==> config.mk <==
export PLATFORM = sky130hd
export DESIGN_NAME = mio_bus_responder_flat
export DESIGN_NICKNAME = d
export VERILOG_FILES = /design/src/rtl/mio_bus_responder_pkg.sv /design/src/rtl/mio_bus_responder_if.sv /design/src/rtl/mio_bus_responder_addr_decode.sv /design/src/rtl/mio_bus_responder.sv /design/src/flat_wrapper.sv
export SDC_FILE = /design/constraint.sdc
export NUM_CORES = 1
export LEC_CHECK = 0
export ABC_CLOCK_PERIOD_IN_PS = 5800
export CAP_MARGIN = 30
export CORE_UTILIZATION = 49
export CTS_BUF_LIST = sky130_fd_sc_hd__clkbuf_8
export CTS_CLUSTER_SIZE = 14
export DETAILED_ROUTE_END_ITERATION = 7
export GPL_TIMING_DRIVEN = 0
export HOLD_SLACK_MARGIN = 0.1
export PLACE_DENSITY = 0.91
export SYNTH_ARGS = -nofsm -noshare
export SYNTH_HDL_FRONTEND = slang
export SYNTH_HIERARCHICAL = 1
export SYNTH_SLANG_ARGS = --single-unit
==> constraint.sdc <==
create_clock -name clk -period 5.8 [get_ports clk]
set_input_delay 1.74 -clock clk [delete_from_list [all_inputs] [get_ports clk]]
set_output_delay 1.74 -clock clk [all_outputs]
set_load 0.005 [all_outputs]
==> src/rtl/mio_bus_responder_pkg.sv <==
// Shared definitions for the MIO bus responder: address regions, peripheral
// base nibbles and responder FSM states.
package mio_bus_responder_pkg;

   typedef enum logic [1:0] {
      REG_RAM  = 2'd0,
      REG_CNT  = 2'd1,
      REG_GPIO = 2'd2,
      REG_NONE = 2'd3
   } region_t;

   localparam logic [3:0] CNT_BASE  = 4'hE;
   localparam logic [3:0] GPIO_BASE = 4'hF;

   typedef enum logic [1:0] {
      ST_IDLE     = 2'd0,
      ST_RAM_WAIT = 2'd1,
      ST_RESP     = 2'd2
   } state_t;

endpackage

==> src/rtl/mio_bus_responder_if.sv <==
// CPU-side MIO request/response bundle; the CPU drives the master modport,
// the responder takes the slave modport.
interface mio_bus_if;
   logic        CPU_MIO;
   logic        mem_w;
   logic [31:0] addr;
   logic [31:0] wdata;
   logic [31:0] rdata;
   logic        MIO_ready;
   logic        bus_err;

   modport master (
      output CPU_MIO, mem_w, addr, wdata,
      input  rdata, MIO_ready, bus_err
   );

   modport slave (
      input  CPU_MIO, mem_w, addr, wdata,
      output rdata, MIO_ready, bus_err
   );
endinterface

==> src/rtl/mio_bus_responder_addr_decode.sv <==
// Combinational region decode from the top address nibble.
module mio_addr_decode
   import mio_bus_responder_pkg::*;
(
   input  logic [3:0] addr_hi_i,
   output region_t    region_o
);

   // Any nibble with bit 3 clear is RAM; the upper half is mostly unmapped.
   always_comb begin
      region_o = REG_NONE;
      if (!addr_hi_i[3]) begin
         region_o = REG_RAM;
      end else if (addr_hi_i == CNT_BASE) begin
         region_o = REG_CNT;
      end else if (addr_hi_i == GPIO_BASE) begin
         region_o = REG_GPIO;
      end
   end

endmodule

==> src/rtl/mio_bus_responder.sv <==
// Word-access memory/IO responder: accepts one request at a time, serves the
// data RAM through a fixed wait sequence and answers counter/GPIO directly.
module mio_bus_responder
   import mio_bus_responder_pkg::*;
#(
   parameter int RAM_AW  = 10,
   parameter int RAM_LAT = 2,
   parameter int LED_W   = 16,
   parameter int SW_W    = 16
) (
   input  logic              clk,
   input  logic              rst,
   mio_bus_if.slave          bus,
   output logic              ram_en,
   output logic              ram_we,
   output logic [RAM_AW-1:0] ram_addr,
   output logic [31:0]       ram_din,
   input  logic [31:0]       ram_dout,
   input  logic [SW_W-1:0]   sw_in,
   output logic [LED_W-1:0]  led_out
);

   localparam int WCW = (RAM_LAT > 1) ? $clog2(RAM_LAT) : 1;

   state_t             state_q, state_d;
   logic [WCW-1:0]     wait_q, wait_d;
   logic               mem_w_q, mem_w_d;
   logic               err_q, err_d;
   logic [31:0]        rdata_q, rdata_d;
   logic               ram_en_q, ram_en_d;
   logic               ram_we_q, ram_we_d;
   logic [RAM_AW-1:0]  ram_addr_q, ram_addr_d;
   logic [31:0]        ram_din_q, ram_din_d;
   logic [LED_W-1:0]   led_q, led_d;
   logic [31:0]        cnt_q, cnt_d;
   region_t            region;
   logic               unused_addr_bits;

   mio_addr_decode u_decode (
      .addr_hi_i (bus.addr[31:28]),
      .region_o  (region)
   );

   // Byte-lane bits and RAM-aliased upper bits carry no information here.
   assign unused_addr_bits = ^bus.addr;

   always_comb begin
      state_d    = state_q;
      wait_d     = wait_q;
      mem_w_d    = mem_w_q;
      err_d      = err_q;
      rdata_d    = rdata_q;
      ram_en_d   = 1'b0;
      ram_we_d   = 1'b0;
      ram_addr_d = ram_addr_q;
      ram_din_d  = ram_din_q;
      led_d      = led_q;
      cnt_d      = cnt_q + 32'd1;

      unique case (state_q)
         ST_IDLE: begin
            if (bus.CPU_MIO) begin
               mem_w_d = bus.mem_w;
               err_d   = 1'b0;
               rdata_d = '0;
               state_d = ST_RESP;
               unique case (region)
                  REG_RAM: begin
                     state_d    = ST_RAM_WAIT;
                     wait_d     = WCW'(RAM_LAT - 1);
                     ram_en_d   = 1'b1;
                     ram_we_d   = bus.mem_w;
                     ram_addr_d = bus.addr[RAM_AW+1:2];
                     ram_din_d  = bus.wdata;
                  end
                  REG_CNT: begin
                     // A load replaces this cycle's increment.
                     if (bus.mem_w) cnt_d = bus.wdata;
                     else           rdata_d = cnt_q;
                  end
                  REG_GPIO: begin
                     if (bus.mem_w) led_d = bus.wdata[LED_W-1:0];
                     else           rdata_d = 32'(sw_in);
                  end
                  default: begin
                     err_d = 1'b1;
                  end
               endcase
            end
         end
         ST_RAM_WAIT: begin
            if (wait_q == '0) begin
               state_d = ST_RESP;
               if (!mem_w_q) rdata_d = ram_dout;
            end else begin
               wait_d = wait_q - 1'b1;
            end
         end
         ST_RESP: begin
            state_d = ST_IDLE;
         end
         default: begin
            state_d = ST_IDLE;
         end
      endcase
   end

   always_ff @(posedge clk) begin
      if (rst) begin
         state_q    <= ST_IDLE;
         wait_q     <= '0;
         mem_w_q    <= 1'b0;
         err_q      <= 1'b0;
         rdata_q    <= '0;
         ram_en_q   <= 1'b0;
         ram_we_q   <= 1'b0;
         ram_addr_q <= '0;
         ram_din_q  <= '0;
         led_q      <= '0;
         cnt_q      <= '0;
      end else begin
         state_q    <= state_d;
         wait_q     <= wait_d;
         mem_w_q    <= mem_w_d;
         err_q      <= err_d;
         rdata_q    <= rdata_d;
         ram_en_q   <= ram_en_d;
         ram_we_q   <= ram_we_d;
         ram_addr_q <= ram_addr_d;
         ram_din_q  <= ram_din_d;
         led_q      <= led_d;
         cnt_q      <= cnt_d;
      end
   end

   assign bus.rdata     = rdata_q;
   assign bus.MIO_ready = (state_q == ST_RESP);
   assign bus.bus_err   = (state_q == ST_RESP) && err_q;
   assign ram_en        = ram_en_q;
   assign ram_we        = ram_we_q;
   assign ram_addr      = ram_addr_q;
   assign ram_din       = ram_din_q;
   assign led_out       = led_q;

endmodule
==> src/flat_wrapper.sv <==
// flat-port wrapper written by rule: the top's interface ports become plain ports
module mio_bus_responder_flat import mio_bus_responder_pkg::*;
#(
   parameter int RAM_AW  = 10,
   parameter int RAM_LAT = 2,
   parameter int LED_W   = 16,
   parameter int SW_W    = 16
)
  (clk, rst, ram_en, ram_we, ram_addr, ram_din, ram_dout, sw_in, led_out, bus_CPU_MIO, bus_mem_w, bus_addr, bus_wdata, bus_rdata, bus_MIO_ready, bus_bus_err);
  mio_bus_if bus_i ();
  input  logic clk;
  input  logic rst;
  output logic ram_en;
  output logic ram_we;
  output logic [RAM_AW-1:0] ram_addr;
  output logic [31:0] ram_din;
  input  logic [31:0] ram_dout;
  input  logic [SW_W-1:0] sw_in;
  output logic [LED_W-1:0] led_out;
  input wire logic [$bits(bus_i.CPU_MIO)-1:0] bus_CPU_MIO;
  input wire logic [$bits(bus_i.mem_w)-1:0] bus_mem_w;
  input wire logic [$bits(bus_i.addr)-1:0] bus_addr;
  input wire logic [$bits(bus_i.wdata)-1:0] bus_wdata;
  output wire logic [$bits(bus_i.rdata)-1:0] bus_rdata;
  output wire logic [$bits(bus_i.MIO_ready)-1:0] bus_MIO_ready;
  output wire logic [$bits(bus_i.bus_err)-1:0] bus_bus_err;
  assign bus_i.CPU_MIO = bus_CPU_MIO;
  assign bus_i.mem_w = bus_mem_w;
  assign bus_i.addr = bus_addr;
  assign bus_i.wdata = bus_wdata;
  assign bus_rdata = bus_i.rdata;
  assign bus_MIO_ready = bus_i.MIO_ready;
  assign bus_bus_err = bus_i.bus_err;
  mio_bus_responder #(.RAM_AW(RAM_AW), .RAM_LAT(RAM_LAT), .LED_W(LED_W), .SW_W(SW_W)) u_core (.clk(clk), .rst(rst), .bus(bus_i), .ram_en(ram_en), .ram_we(ram_we), .ram_addr(ram_addr), .ram_din(ram_din), .ram_dout(ram_dout), .sw_in(sw_in), .led_out(led_out));
endmodule
[Yosys cells after proc, flatten, opt, wreduce, memory -nomap -nowiden]
Cells that the tools add are included.
Word-level totals
  flip-flop bits (word level): 129
  input port bits: 116
  word-level logic and storage cells: 63
Cells by class
  $add $sub $neg: 2
  equal/unequal tests: 10
  muxes and demuxes: 24
  bitwise logic cells: 3
  reduce and logical (&&, ||, !) cells: 13
Operator list (count)
  two-way mux 32 bit: 8
  one-hot mux 32 bit (2 select lines): 2
  adder 32 x 1 -> 32 bit, second input constant: 1
  two-way mux 16 bit: 1
  two-way mux 2 bit: 5
  equality test 4 bit, second input constant: 2
  inequality test 2 bit, second input constant: 4
  AND reduction 4 bit: 2
  two-way mux 1 bit: 6
  AND reduction 3 bit: 2
  OR reduction 3 bit: 2
  equality test 2 x 1 -> 1 bit, second input constant: 2
  equality test 2 bit, second input constant: 2
  logical NOT 2 bit: 2
  one-hot mux 2 bit (2 select lines): 1
  AND reduction 2 bit: 2
  OR reduction 4 bit: 1
  NOT 1 bit: 3
  one-hot mux 1 bit (2 select lines): 1
  nonzero test 2 bit: 1
  logical AND 1 bit: 1
  subtractor 1 bit, second input constant: 1

[Depth between registers and ports, before layout]
  depth after elaboration: 8
  depth in mapped cells: 9
  gate-level depth less buffers: 7

[Hierarchy]
The synthesis kept the hierarchy.
Modules (own cells, without submodules)
  mio_bus_responder: instances 1, cells an instance 632, area each 5410.2 µm²
  mio_addr_decode: instances 1, cells an instance 4, area each 20.0 µm²

[Worst setup path before layout]
Ideal clock, no wire load.
  kind: in2reg
  start point: input port bus_addr[31]
  end point: register u_core.rdata_q[11] (netlist: u_core/bus.rdata[11])
  library setup time: 0.086 ns
  arrival: 3.279 ns
  path slack: 2.436 ns
  cell stages on the path: 9
  cells stage by stage: inv_1 > a31oi_1 > inv_1 > ha_1 > and4b_1 > clkbuf_1 > clkbuf_1 > a222oi_1 > a211oi_1
On the way
  longest elaborated chain between the ends: 8
  elaborated cells between the ends (all ways): 10
  those cells by class: 4 x eq/ne; 6 x mux
RTL lines
  from (decl): line flat_wrapper.sv:22  | input wire logic [$bits(bus_i.addr)-1:0] bus_addr;
  equality test 4 bit: line mio_bus_responder_addr_decode.sv:16  | end else if (addr_hi_i == GPIO_BASE) begin
  two-way mux 1 bit: line mio_bus_responder_addr_decode.sv:16
  two-way mux 2 bit: line mio_bus_responder_addr_decode.sv:14  | end else if (addr_hi_i == CNT_BASE) begin
  two-way mux 2 bit *: line mio_bus_responder_addr_decode.sv:12  | if (!addr_hi_i[3]) begin
  named net u_core.region[0]: line mio_bus_responder.sv:36  | region_t region;
  equality test 2 bit / equality test 2 x 1 -> 1 bit (equally long branches): line mio_bus_responder.sv:67  | unique case (region)
  one-hot mux 32 bit (2 select lines) *: line mio_bus_responder.sv:67
  two-way mux 32 bit *: line mio_bus_responder.sv:62  | if (bus.CPU_MIO) begin
  one-hot mux 32 bit (2 select lines) *: line mio_bus_responder.sv:60  | unique case (state_q)
  to (signal assigned): line mio_bus_responder.sv:126  | rdata_q <= rdata_d;
  to (decl): line mio_bus_responder.sv:29  | logic [31:0] rdata_q, rdata_d;
The timed path passes the listed nets; every way through them passes the cells marked *. The select of a mux whose other input is x is not followed.
A chain may end at the register's enable or synchronous reset.

[Final worst setup path]
  start point: input port bus_addr[28]
  end point: register u_core.rdata_q[13] (netlist: u_core/bus.rdata[13])
On the way
  elaborated cells between the ends (all ways): 10
  those cells by class: 4 x eq/ne; 6 x mux
RTL lines (line)
  equality test 4 bit *: mio_bus_responder_addr_decode.sv:14
  two-way mux 2 bit *: mio_bus_responder_addr_decode.sv:14
  two-way mux 2 bit *: mio_bus_responder_addr_decode.sv:12
  named net u_core.region[1]: mio_bus_responder.sv:36
  equality test 2 bit / equality test 2 x 1 -> 1 bit (equally long branches): mio_bus_responder.sv:67
  one-hot mux 32 bit (2 select lines) *: mio_bus_responder.sv:67
  two-way mux 32 bit *: mio_bus_responder.sv:62
  one-hot mux 32 bit (2 select lines) *: mio_bus_responder.sv:60
Marks and branches as above.

==> out/qor.txt <==
Status: finished, final reports clean
Synth top area cells: dfxtp_1, nand2_1, a211oi_1, a21oi_1, nor2_1
Die W: 107 µm
Synth Area in Adders: 1.15%
Die area: 11,500 µm²
Multiplexer share of the synthesized area: 0.737%
Setup Skew: 12.2 ps
Period Utilization, post-route: 68.7%
Setup CP Type: in2reg
Worst Path Required: 6140 ps
Fin Hold WS: 459 ps
Remaining DRCs: 0
Final ANT Viol Nets: 0
Clk root buf: clkbuf_8
Compound-Gate Fraction of Synth Area: 20.0%
Gr ovfl total: 0
Sw Share: 27.1%
Yosys warns: 6
Highest clock rate: 251 MHz
Initial antenna violation count: 0
Placer Congestion: 0.865
Mean Syn Cell Area: 8.54 µm²
Dominant cell type by area after synthesis: dfxtp_1
Share of layout cells above drive strength 1: 6.53%
Total Power: 2.05 mW
Std-Cell Core Area: 10,800 µm²
Synth Net Count: 757
Post-synth cell types: 39
Most used DFF post-synth: dfxtp_1
Max Cap Viol: 0
Comb power frac: 14.8%
Top-area cell type share of the netlist area: 47.6%
Port bufs: 190
Worst R2R Start: u_core/state_q[0]
Flop and latch count out of synthesis: 129
First-pass GRT wire length: 27,400 µm
Xor/xnor cell area share of the yosys netlist: 4.68%
P_int: 1.50 mW
Hpwl dp: 13,100 µm
Maximum vdd drop: 147 µV
Worst skew pair latency: 430 ps
Most frequent cells in the layout: clkdlybuf4s50_1, dfxtp_1, nand2_1
Initial DRC Count: 433
EDFF count, synth: 0
CTS tree: done
Unrepaired setup endpoints after global routing: no
Cell Rows: 38
Via count: 5,614
Flop pwr share: 47.1%
Wire per inst: 17.6 µm
Simple-gate share of the synthesized area: 21.5%
Reg2Reg Capture Point: u_core/bus.rdata[16]
Sequential share of the synthesized area: 47.6%
Largest family of logic cells by synthesized area: simple AND/OR/NAND/NOR gates
Worst path arrival time: 4330 ps
Drt total wl: 17,600 µm
Vias in the first global route: 5,509
Drt first pass iters: 7
Final net count: 966
Mapped Cells: 636
Initial cell density of the core: 50.1%
CP max FO: 10
Leak: 2.81 nW
Clk buf depth: 2
ANT cells: 0
GR Util All Layers: 30.9%
Min Tclk post-route: 3990 ps
Postcts setup bufs: 0
Final hold vios: 0
Crit. End Element: flip-flop
Slew HR: 43.2%
CTS Sinks: 129
H-tree Lvls: 4
CP startpoint: bus_addr[28]
Reg clk slew, reported paths: 70 ps
Pin count of the biggest net entering global routing: 17
Clock share of power: 38.1%
Max Slew Vio Count: 0
# IOs: 210
CP endpoint: u_core/bus.rdata[13]
Setup TNS: 0 ps
CTS buffer count: 17
Synth-to-Final Area Change: 45.7%
Asr flop ratio synth: 0%
Pwr/cell area: 259 nW/µm²
Resized cells post-CTS: 0
Reg2reg setup slack: 3590 ps
DR vias/cell: 5.63
CP startpoint kind: primary input
Die Ht: 107 µm
Hold-fix buffers, CTS: 0
Worst slew pin tran: 848 ps
R2R cell count: 6
Psw: 0.556 mW
Mapped cell area: 5430 µm²
Most common cell after layout, fill and taps aside: clkdlybuf4s50_1
Worst Hold Class: reg2reg
Final setup vio count: 0
-- Yosys cell counts (3+ instances only) --
master    instances
dfxtp_1         129
clkbuf_1         38
and3_1            9
nor2b_1           3
and4_1            5
a21oi_1          61
xnor2_1           6
xor2_1           23
nand4_1          10
ha_1              5
and2_1            5
a22oi_1          15
mux2i_1           4
nand3_1          12
a211oi_2          3
nand2_1         126
nor2_1           70
a211oi_1         58
a222oi_1         16
buf_2            11
inv_1             4
-- worst max-delay path: stages --
cell and delay [ps]:
clkdlybuf4s50_1 480, inv_1 40, a31oi_1 290, inv_1 120, ha_1 310, and4b_1 250, clkbuf_1 190, clkbuf_1 440
a222oi_1 200, a211oi_1 270
-- worst min-delay path by stage --
stage / end / cells after the start / slack [ps] / startpoint
floorplan: u_core/err_q / 2 / 450 / u_core/err_q
global placement: u_core/ram_addr[6] / 2 / 440 / u_core/ram_addr[6]
detailed placement: u_core/ram_din[14] / 2 / 450 / u_core/ram_din[14]
CTS: u_core/ram_din[14] / 2 / 460 / u_core/ram_din[14]
global route: u_core/ram_din[8] / 2 / 470 / u_core/ram_din[8]
finish: u_core/ram_din[21] / 2 / 460 / u_core/ram_din[21]
-- flip-flops by register name (all words and copies together), names as in the netlist --
register / cells
u_core/bus.rdata: 32
u_core/cnt_q: 32
u_core/err_q: 1
u_core/led_out: 16
u_core/mem_w_q: 1
u_core/ram_addr: 10
u_core/ram_din: 32
u_core/ram_en: 1
u_core/ram_we: 1
u_core/state_q: 2
u_core/wait_q: 1
-- cells by family after synthesis --
family / count (synthesis)
fa+ha+maj: 5
buf+inv: 56
simple gates: 255
flops: 129
mux: 4
compound gates: 158
xor+xnor: 29
-- area by class of cell --
type	count	area, µm²
fill	798	2930
sequential	129	2580
inverter	4	15.0
timing repair buffer	190	1900
clock buffer	18	248
clock inverter	14	155
tap	140	175
buffer	52	224
multi-input combinational	451	2610
-- power groups by stage --
stage                     combinational, mW  sequential, mW  clock, mW
final                                 0.303           0.966      0.783
after global routing                  0.326           0.972      0.836
after detailed placement              0.298           0.986          0
after floorplan                       0.115           0.982          0
after global placement                0.290           0.982          0
after CTS                             0.300           0.966      0.790
-- per-stage QoR --
| step | instance area (µm²) | utilization [%] | cells | worst slack [ps] |
|---|---|---|---|---|
| 4_1_cts | 7910 | 73.0 | 998 | 1910 |
| 3_5_place_dp | 7510 | 69.3 | 966 | 1460 |
| 5_1_grt | 7910 | 73.0 | 998 | 1650 |
| 3_3_place_gp | 7510 | 69.3 | 966 | 1560 |
| 2_1_floorplan | 5430 | - | 636 | 2440 |
| 6_report | 7910 | 73.0 | 998 | 1810 |
-- layer usage --
| metal | up-vias | part of all wire [%] | wire [µm] | GRT usage (%) |
|---|---|---|---|---|
| li1 | 2673 | - | - | - |
| met1 | 2604 | 40 | 7000 | 37.4 |
| met2 | 304 | 49 | 8620 | 52.1 |
| met3 | 33 | 9.0 | 1580 | 7.87 |
| met4 | 0 | 2.3 | 403 | 12.8 |
| met5 | - | 0 | 0 | 0 |
No activity file was read; power rests on OpenSTA's default activity.
